--- src/rtl/mux_arbiter_if.sv ---
// Requester-side bundle for mux_arbiter: level requests, done pulses and
// packed data buses in; registered grant/selector/status and routed data out.
interface mux_arbiter_if #(
    parameter int unsigned CHANNELS = 4,
    parameter int unsigned BUS_SIZE = 32
);
    localparam int unsigned SEL_W = $clog2(CHANNELS);

    logic [CHANNELS-1:0]          request;
    // "release" is a reserved word, so the done pulses carry this name
    logic [CHANNELS-1:0]          release_req;
    logic [CHANNELS*BUS_SIZE-1:0] data_in;
    logic [CHANNELS-1:0]          grant;
    logic [SEL_W-1:0]             selector;
    logic                         valid;
    logic                         timeout;
    logic [BUS_SIZE-1:0]          data_out;

    modport master (
        output request, release_req, data_in,
        input  grant, selector, valid, timeout, data_out
    );

    modport slave (
        input  request, release_req, data_in,
        output grant, selector, valid, timeout, data_out
    );
endinterface

--- src/rtl/mux_arbiter.sv ---
// Round-robin owner arbiter for one shared bus: one-hot grant, owner index,
// routed data and a hold watchdog that forces the grant off after MAX_HOLD cycles.
module mux_arbiter #(
    parameter int unsigned CHANNELS = 4,
    parameter int unsigned BUS_SIZE = 32,
    parameter int unsigned MAX_HOLD = 16
) (
    input logic          clk,
    input logic          reset,
    mux_arbiter_if.slave bus
);
    localparam int unsigned SEL_W = $clog2(CHANNELS);
    localparam int unsigned CNT_W = $clog2(MAX_HOLD + 1);
    localparam logic [CHANNELS-1:0] ONE = CHANNELS'(1);

    typedef enum logic {Idle, Granted} state_e;

    state_e              state_q;
    logic [SEL_W-1:0]    ptr_q;
    logic [CNT_W-1:0]    hold_cnt_q;
    logic [CHANNELS-1:0] grant_q;
    logic [SEL_W-1:0]    sel_q;
    logic                valid_q;
    logic                timeout_q;

    // Returns {found, index} of the first set bit at start, start+1, ... wrapping.
    function automatic logic [SEL_W:0] pick(input logic [CHANNELS-1:0] req,
                                            input logic [SEL_W-1:0]    start);
        logic [2*CHANNELS-1:0] rot;
        logic                  found;
        logic [SEL_W-1:0]      idx;
        int unsigned           sum;
        rot   = {req, req} >> start;
        found = 1'b0;
        idx   = '0;
        for (int k = CHANNELS - 1; k >= 0; k--) begin
            if (rot[k]) begin
                sum = 32'(start) + 32'(k);
                if (sum >= CHANNELS) sum = sum - CHANNELS;
                found = 1'b1;
                idx   = SEL_W'(sum);
            end
        end
        return {found, idx};
    endfunction

    logic                rel_hit;
    logic                req_hit;
    logic                hold_hit;
    logic                grant_end;
    logic [SEL_W-1:0]    next_start;
    logic [CHANNELS-1:0] others;
    logic [SEL_W:0]      idle_pick;
    logic [SEL_W:0]      end_pick;

    always_comb begin
        rel_hit    = bus.release_req[sel_q];
        req_hit    = bus.request[sel_q];
        hold_hit   = (hold_cnt_q == CNT_W'(MAX_HOLD - 1));
        grant_end  = rel_hit || !req_hit || hold_hit;
        next_start = (sel_q == SEL_W'(CHANNELS - 1)) ? '0 : sel_q + 1'b1;
        // The ending owner sits out the arbitration that replaces it.
        others     = bus.request & ~(ONE << sel_q);
        idle_pick  = pick(bus.request, ptr_q);
        end_pick   = pick(others, next_start);
    end

    always_ff @(posedge clk) begin
        if (reset) begin
            state_q    <= Idle;
            ptr_q      <= '0;
            hold_cnt_q <= '0;
            grant_q    <= '0;
            sel_q      <= '0;
            valid_q    <= 1'b0;
            timeout_q  <= 1'b0;
        end else begin
            timeout_q <= 1'b0;
            unique case (state_q)
                Idle: begin
                    if (idle_pick[SEL_W]) begin
                        state_q    <= Granted;
                        sel_q      <= idle_pick[SEL_W-1:0];
                        grant_q    <= ONE << idle_pick[SEL_W-1:0];
                        valid_q    <= 1'b1;
                        hold_cnt_q <= '0;
                    end
                end
                Granted: begin
                    if (grant_end) begin
                        ptr_q     <= next_start;
                        timeout_q <= hold_hit && !rel_hit && req_hit;
                        if (end_pick[SEL_W]) begin
                            sel_q      <= end_pick[SEL_W-1:0];
                            grant_q    <= ONE << end_pick[SEL_W-1:0];
                            hold_cnt_q <= '0;
                        end else begin
                            state_q    <= Idle;
                            sel_q      <= '0;
                            grant_q    <= '0;
                            valid_q    <= 1'b0;
                            hold_cnt_q <= '0;
                        end
                    end else begin
                        hold_cnt_q <= hold_cnt_q + 1'b1;
                    end
                end
                default: state_q <= Idle;
            endcase
        end
    end

    assign bus.grant    = grant_q;
    assign bus.selector = sel_q;
    assign bus.valid    = valid_q;
    assign bus.timeout  = timeout_q;
    assign bus.data_out = valid_q ? bus.data_in[sel_q*BUS_SIZE +: BUS_SIZE] : '0;
endmodule

--- src/flat_wrapper.sv ---
// flat-port wrapper written by rule: the top's interface ports become plain ports
module mux_arbiter_flat 
#(
    parameter int unsigned CHANNELS = 4,
    parameter int unsigned BUS_SIZE = 32,
    parameter int unsigned MAX_HOLD = 16
)
  (clk, reset, bus_request, bus_release_req, bus_data_in, bus_grant, bus_selector, bus_valid, bus_timeout, bus_data_out);
  mux_arbiter_if #(.CHANNELS(CHANNELS), .BUS_SIZE(BUS_SIZE)) bus_i ();
  input logic clk;
  input logic reset;
  input wire logic [$bits(bus_i.request)-1:0] bus_request;
  input wire logic [$bits(bus_i.release_req)-1:0] bus_release_req;
  input wire logic [$bits(bus_i.data_in)-1:0] bus_data_in;
  output wire logic [$bits(bus_i.grant)-1:0] bus_grant;
  output wire logic [$bits(bus_i.selector)-1:0] bus_selector;
  output wire logic [$bits(bus_i.valid)-1:0] bus_valid;
  output wire logic [$bits(bus_i.timeout)-1:0] bus_timeout;
  output wire logic [$bits(bus_i.data_out)-1:0] bus_data_out;
  assign bus_i.request = bus_request;
  assign bus_i.release_req = bus_release_req;
  assign bus_i.data_in = bus_data_in;
  assign bus_grant = bus_i.grant;
  assign bus_selector = bus_i.selector;
  assign bus_valid = bus_i.valid;
  assign bus_timeout = bus_i.timeout;
  assign bus_data_out = bus_i.data_out;
  mux_arbiter #(.CHANNELS(CHANNELS), .BUS_SIZE(BUS_SIZE), .MAX_HOLD(MAX_HOLD)) u_core (.clk(clk), .reset(reset), .bus(bus_i));
endmodule
--- config.mk ---
export PLATFORM = sky130hd
export DESIGN_NAME = mux_arbiter_flat
export DESIGN_NICKNAME = d
export VERILOG_FILES = /design/src/rtl/mux_arbiter_if.sv /design/src/rtl/mux_arbiter.sv /design/src/flat_wrapper.sv
export SDC_FILE = /design/constraint.sdc
export NUM_CORES = 1
export LEC_CHECK = 0
export CORE_ASPECT_RATIO = 0.8
export CORE_MARGIN = 2
export CORE_UTILIZATION = 34
export DETAILED_ROUTE_END_ITERATION = 10
export GPL_TIMING_DRIVEN = 0
export MAX_ROUTING_LAYER = met4
export PLACE_DENSITY = 0.84
export SLEW_MARGIN = 20
export SYNTH_ARGS = -nofsm -noshare
export SYNTH_HDL_FRONTEND = slang
export SYNTH_SLANG_ARGS = --single-unit
export TNS_END_PERCENT = 1
--- constraint.sdc ---
create_clock -name clk -period 2.7 [get_ports clk]
set_input_delay 0.54 -clock clk [delete_from_list [all_inputs] [get_ports clk]]
set_output_delay 0.54 -clock clk [all_outputs]
set_load 0.01 [all_outputs]
# --- Yosys cells after proc, flatten, opt, wreduce, memory -nomap -nowiden ---
# Index checks and enable logic that the tools add are counted.
totals:
  regBits: 16
  elab_cells: 106
op_classes:
  add_sub_neg: 16
  magnitude_cmp: 9
  n_eq_ne: 5
  n_shift: 6
  mux: 49
  bitwise: 4
  n_reduce_logical: 10
ops:
  columns: ["op", "n"]
  rows:
  - ["128-bit by 8-bit indexed part select with 32-bit output", 1]
  - ["2-bit 2-to-1 mux", 20]
  - ["32-bit 2-to-1 mux", 1]
  - ["3-bit >= comparator, second input constant", 6]
  - ["1-bit 2-to-1 mux", 16]
  - ["8-bit by 2-bit >> shifter with 4-bit output", 2]
  - ["2-bit by 1-bit subtractor with 2-bit output, second input constant", 8]
  - ["2-bit by 2-bit adder with 3-bit output, second input constant", 4]
  - ["4-bit 2-to-1 mux", 3]
  - ["1-bit by 2-bit << shifter with 4-bit output, first input constant", 3]
  - ["5-bit 2-to-1 mux", 2]
  - ["5-bit one-hot mux with 2 select lines", 1]
  - ["4-bit one-hot mux with 2 select lines", 1]
  - ["2-bit by 1-bit adder with 3-bit output, second input constant", 2]
  - ["2-bit by 3-bit >= comparator with 1-bit output, second input constant", 2]
  - ["5-bit by 1-bit adder with 5-bit output, second input constant", 1]
  - ["5-bit by 4-bit == test with 1-bit output, second input constant", 1]
  - ["4-bit bitwise AND", 1]
  - ["1-bit binary-select mux with 2-bit select", 2]
  - ["2-bit inequality test, second input constant", 2]
  - ["4-bit inverter", 1]
  - ["1-bit one-hot mux with 2 select lines", 2]
  - ["2-bit one-hot mux with 2 select lines", 1]
  - ["2-bit AND reduction", 2]
  - ["other kinds (10)", 14]

# --- Longest topological paths before layout ---
logic_depth:
  depth_word: 13
  depth_mapped: 9
  ltp_nobuf: 8

# --- Worst setup path after synthesis ---
# No wires, ideal clock.
synth_path:
  path_kind: "flip-flop to output port"
  from: "reg u_core.sel_q[0] (netlist: u_core.bus.selector[0])"
  to: "out bus_data_out[10]"
  arrival_time_ps: 1920
  t_required_ps: 2160
  setup_slack_ps: 240
  path_stages_with_launch: 6
  path_buffers: 3
  path_cell_list: "dfxtp_1 > buf_2 > buf_4 > buf_2 > mux4_2 > and2_1"
synth_via:
  elab_chain_len: 2
synth_lines:
  columns: ["element", "line", "text"]
  rows:
  - ["start: declaration", "mux_arbiter.sv:22", "logic [SEL_W-1:0] sel_q;"]
  - ["start signal: assignment", "mux_arbiter.sv:83", "sel_q <= idle_pick[SEL_W-1:0];"]
  - ["start signal: assignment", "mux_arbiter.sv:94", "sel_q <= end_pick[SEL_W-1:0];"]
  - ["128-bit by 8-bit indexed part select with 32-bit output", "mux_arbiter.sv:117", "assign bus.data_out = valid_q ? bus.data_in[sel_q*BUS_SIZE +: BUS_SIZE] : '0;"]
  - ["32-bit 2-to-1 mux", "mux_arbiter.sv:117", null]
  - ["end: declaration", "flat_wrapper.sv:19", "output wire logic [$bits(bus_i.data_out)-1:0] bus_data_out;"]
# No other way between the ends.

# --- Worst setup path in the final report ---
layout_path:
  from: "in bus_data_in[97]"
  to: "out bus_data_out[1]"
layout_via:
  elab_chain_len: 2
layout_lines:
  columns: ["element", "line", "text"]
  rows:
  - ["start: declaration", "flat_wrapper.sv:14", "input wire logic [$bits(bus_i.data_in)-1:0] bus_data_in;"]
  - ["128-bit by 8-bit indexed part select with 32-bit output", "mux_arbiter.sv:117", null]
  - ["32-bit 2-to-1 mux", "mux_arbiter.sv:117", null]
# No other way between the ends.

==> results.sh <==
export IMPL_cts_root_buffer="clkbuf_8"
export IMPL_wl_per_cell_um=18.0
export IMPL_path_clk_slew_ns=0.06
export IMPL_startpoint_type="input port"
export IMPL_fin_setup_tns_ns=0
export IMPL_numCtsBuffers=3
export IMPL_synthArstFlopShare_pct=0
export IMPL_port_buffers=175
export IMPL_grt_pass1_wl_um=13600
export IMPL_numClockSinks=16
export IMPL_ys_seq_area_share_pct=14.5
export IMPL_p_per_area_nw_per_um2=441
export IMPL_insertion_delay_ns=0.25
export IMPL_slew_viol_final=0
export IMPL_grtUsageTotal_pct=25.0
export IMPL_core_um2=6340
export IMPL_endpoint_kind="output pin"
export IMPL_syn_nets=365
export IMPL_routed_wl_um=8820
export IMPL_setup_violations=0
export IMPL_yosysWarningCount=0
export IMPL_finalCritPeriodShare_pct=98.9
export IMPL_htree_num_levels=1
export IMPL_clockBufferDepth=2
export IMPL_synth_edf_count=0
export IMPL_syn_instance_count=221
export IMPL_grt_pass1_vias=2688
export IMPL_final_cells=489
export IMPL_cp_required_ns=2.16
export IMPL_vias=2594
export IMPL_ir_drop_v=0.000173
export IMPL_cp_arrival_ns=2.13
export IMPL_crit_family="buffers and inverters"
export IMPL_slowest_stage="clkdlybuf4s50_1"
export IMPL_worstSetupPathType="in2out"
export IMPL_routabilityCongestion=0.936
export IMPL_hold_class="reg2reg"
export IMPL_worst_slew_pin_slew_ns=0.707
export IMPL_outcome="complete, no violations"
export IMPL_power_total_w=0.00188
export IMPL_post_synth_cell_area_avg_um2=9.97
export IMPL_antenna_found_initial=1
export IMPL_slew_headroom_pct=52.4
export IMPL_dp_cells=480
export IMPL_areaGrowthSynthToFinish_pct=93.4
export IMPL_fmax_mhz=374
export IMPL_synth_ff_type="dfxtp_1"
export IMPL_drtPass1Iterations=4
export IMPL_final_layout_size_suffix_gt1_share_pct=17.3
export IMPL_period_needed_ns=2.67
export IMPL_finClkSkew_ns=0.00174
export IMPL_yosysUniqueCellTypes=56
export IMPL_grt_start_max_net_pins=20
export IMPL_die_w_um=94.0
export IMPL_critPathMaxStageDelay_ns=0.49
export IMPL_drc_errors=0
export IMPL_crit_fanout=1
export IMPL_die_height_um=76
export IMPL_worst_path_most_repeated_cell="clkdlybuf4s50_1"
export IMPL_placementRows=26
export IMPL_worst_path_buf_inv=2
export IMPL_cts_tree="done"
export IMPL_initial_core_util_pct=34.7
export IMPL_initialDrtViolationCount=159
export IMPL_drt_vias_per_instance=5.30
export IMPL_leakage_nw=1.84
export IMPL_ant_nets=0
export IMPL_crit_chain="clkdlybuf4s50_1 > mux4_2 > and2_1 > clkdlybuf4s50_1"
export IMPL_dieArea_um2=7140
export IMPL_synth_seq_cells=16
export IMPL_hold_violations=0
export IMPL_drv_cap=0
export IMPL_cts_hold_buf=0
export IMPL_hpwl_um=7610
export IMPL_ioPinCount=178
export IMPL_grt_overflow_total=0
export IMPL_fin_nets=549
export IMPL_synth_area_um2=2200
==> Yosys cell counts, drive strengths merged (2+ instances only) <==
library cell	count	area, um2
clkbuf	10	37.5
nor2	20	93.8
ha	6	75.1
a311oi	6	65.1
nor3	2	10.0
and2	32	200
a2111o	2	22.5
nand2	8	30.0
nor2b	5	31.3
nor3b	2	20.0
nand3	3	15.0
dfxtp	16	320
a21oi	10	50.1
a22oi	4	35.0
mux4	33	743
mux2i	4	40.0
or2	2	12.5
inv	6	22.5
nand2b	8	50.1
o211ai	2	15.0
buf	11	82.6
nor4	2	18.8
o21ai	4	20.0
a211oi	3	32.5
nand3b	2	15.0
==> final timing paths <==
kind / start / end / slack (ns) / depth (start not counted)
worst max-delay path: bus_data_in[97] / bus_data_out[1] / 0.03 / 4
worst min-delay path: u_core.hold_cnt_q[3]$_SDFFE_PP0P_ / u_core.hold_cnt_q[3]$_SDFFE_PP0P_ / 0.50 / 1
worst max register to register: u_core.bus.selector[1]$_SDFFE_PP0P_ / u_core.bus.grant[0]$_SDFFE_PP0P_ / 0.25 / 9
worst min register to register: u_core.hold_cnt_q[3]$_SDFFE_PP0P_ / u_core.hold_cnt_q[3]$_SDFFE_PP0P_ / 0.50 / 1
==> kinds of logic after synthesis <==
group,after synthesis,share of synthesized area (%)
mux,37,35.5
fa+ha+maj,6,3.41
flops,16,14.5
compound gates,43,15.3
buf+inv,27,6.47
simple gates,92,24.7
==> layout by cell type (no fill, tap or decap), types with 2 or more instances in the layout <==
| master | count |
|---|---|
| a22oi_1 | 3 |
| ha_1 | 6 |
| mux2i_1 | 4 |
| a211oi_2 | 2 |
| buf_12 | 4 |
| clkbuf_4 | 3 |
| a311oi_1 | 4 |
| buf_6 | 2 |
| and2_1 | 32 |
| clkbuf_8 | 4 |
| nor3_1 | 2 |
| dfxtp_1 | 15 |
| a311oi_2 | 2 |
| o211ai_1 | 2 |
| nor2b_1 | 5 |
| nand2b_1 | 8 |
| dlymetal6s2s_1 | 18 |
| o21ai_0 | 3 |
| inv_1 | 5 |
| clkdlybuf4s50_1 | 146 |
| buf_2 | 2 |
| clkbuf_1 | 6 |
| dlygate4sd2_1 | 11 |
| a2111o_1 | 2 |
| nand3b_1 | 2 |
| nor2_1 | 18 |
| nand3_1 | 3 |
| nand2_1 | 8 |
| buf_4 | 6 |
| mux4_2 | 33 |
| a21oi_1 | 10 |
==> what timing repair did <==
item | 4_1_cts | 5_1_grt
setup endpoints to repair | 33 | 24
resized for setup | 36 | 19
pin swaps | 0 | 0
buffers inserted | 0 | 5
==> power by group <==
part | total, W | internal (W) | switching [W] | leakage, nW
sequential | 0.000308 | 0.000271 | 0.0000368 | 0.132
clock | 0.000217 | 0.000130 | 0.0000874 | 0.0288
combinational | 0.00135 | 0.000809 | 0.000545 | 1.68
total | 0.00188 | 0.00121 | 0.000669 | 1.84
==> cell type report <==
class | instances | area (um2)
repair buffers | 180 | 1820
well taps | 84 | 105
flip-flops and latches | 16 | 324
diodes | 1 | 2.50
multi-input cells | 178 | 1750
clock buffers | 4 | 55.1
inverters | 6 | 22.5
fillers | 500 | 2080
plain buffers | 20 | 185
==> state kept, by name (all words and copies together) (netlist names) <==
| register | count |
|---|---|
| u_core.ptr_q | 2 |
| u_core.bus.grant | 4 |
| u_core.state_q | 1 |
| u_core.bus.valid | 1 |
| u_core.hold_cnt_q | 5 |
| u_core.bus.selector | 2 |
| u_core.bus.timeout | 1 |
==> through the flow <==
| stage | hold slack [ns] | instance area, um2 | util [%] | worst slack, ns |
|---|---|---|---|---|
| 2_1_floorplan | 0.435 | 2200 | - | 0.240 |
| 3_3_place_gp | 0.470 | 4060 | 64.0 | -0.432 |
| 3_5_place_dp | 0.480 | 4060 | 64.0 | -0.421 |
| 4_1_cts | 0.487 | 4170 | 65.7 | -0.0155 |
| 5_1_grt | 0.510 | 4260 | 67.2 | -0.00862 |
| 6_report | 0.498 | 4260 | 67.2 | 0.0288 |
==> per-layer routing <==
metal,vias up,track usage [%],routed length [um]
li1,1221,-,-
met4,0,5.51,194
met1,1221,30.0,3380
met5,-,-,0
met2,135,42.2,4520
met3,17,6.73,735
(Power assumes the default switching activity.)
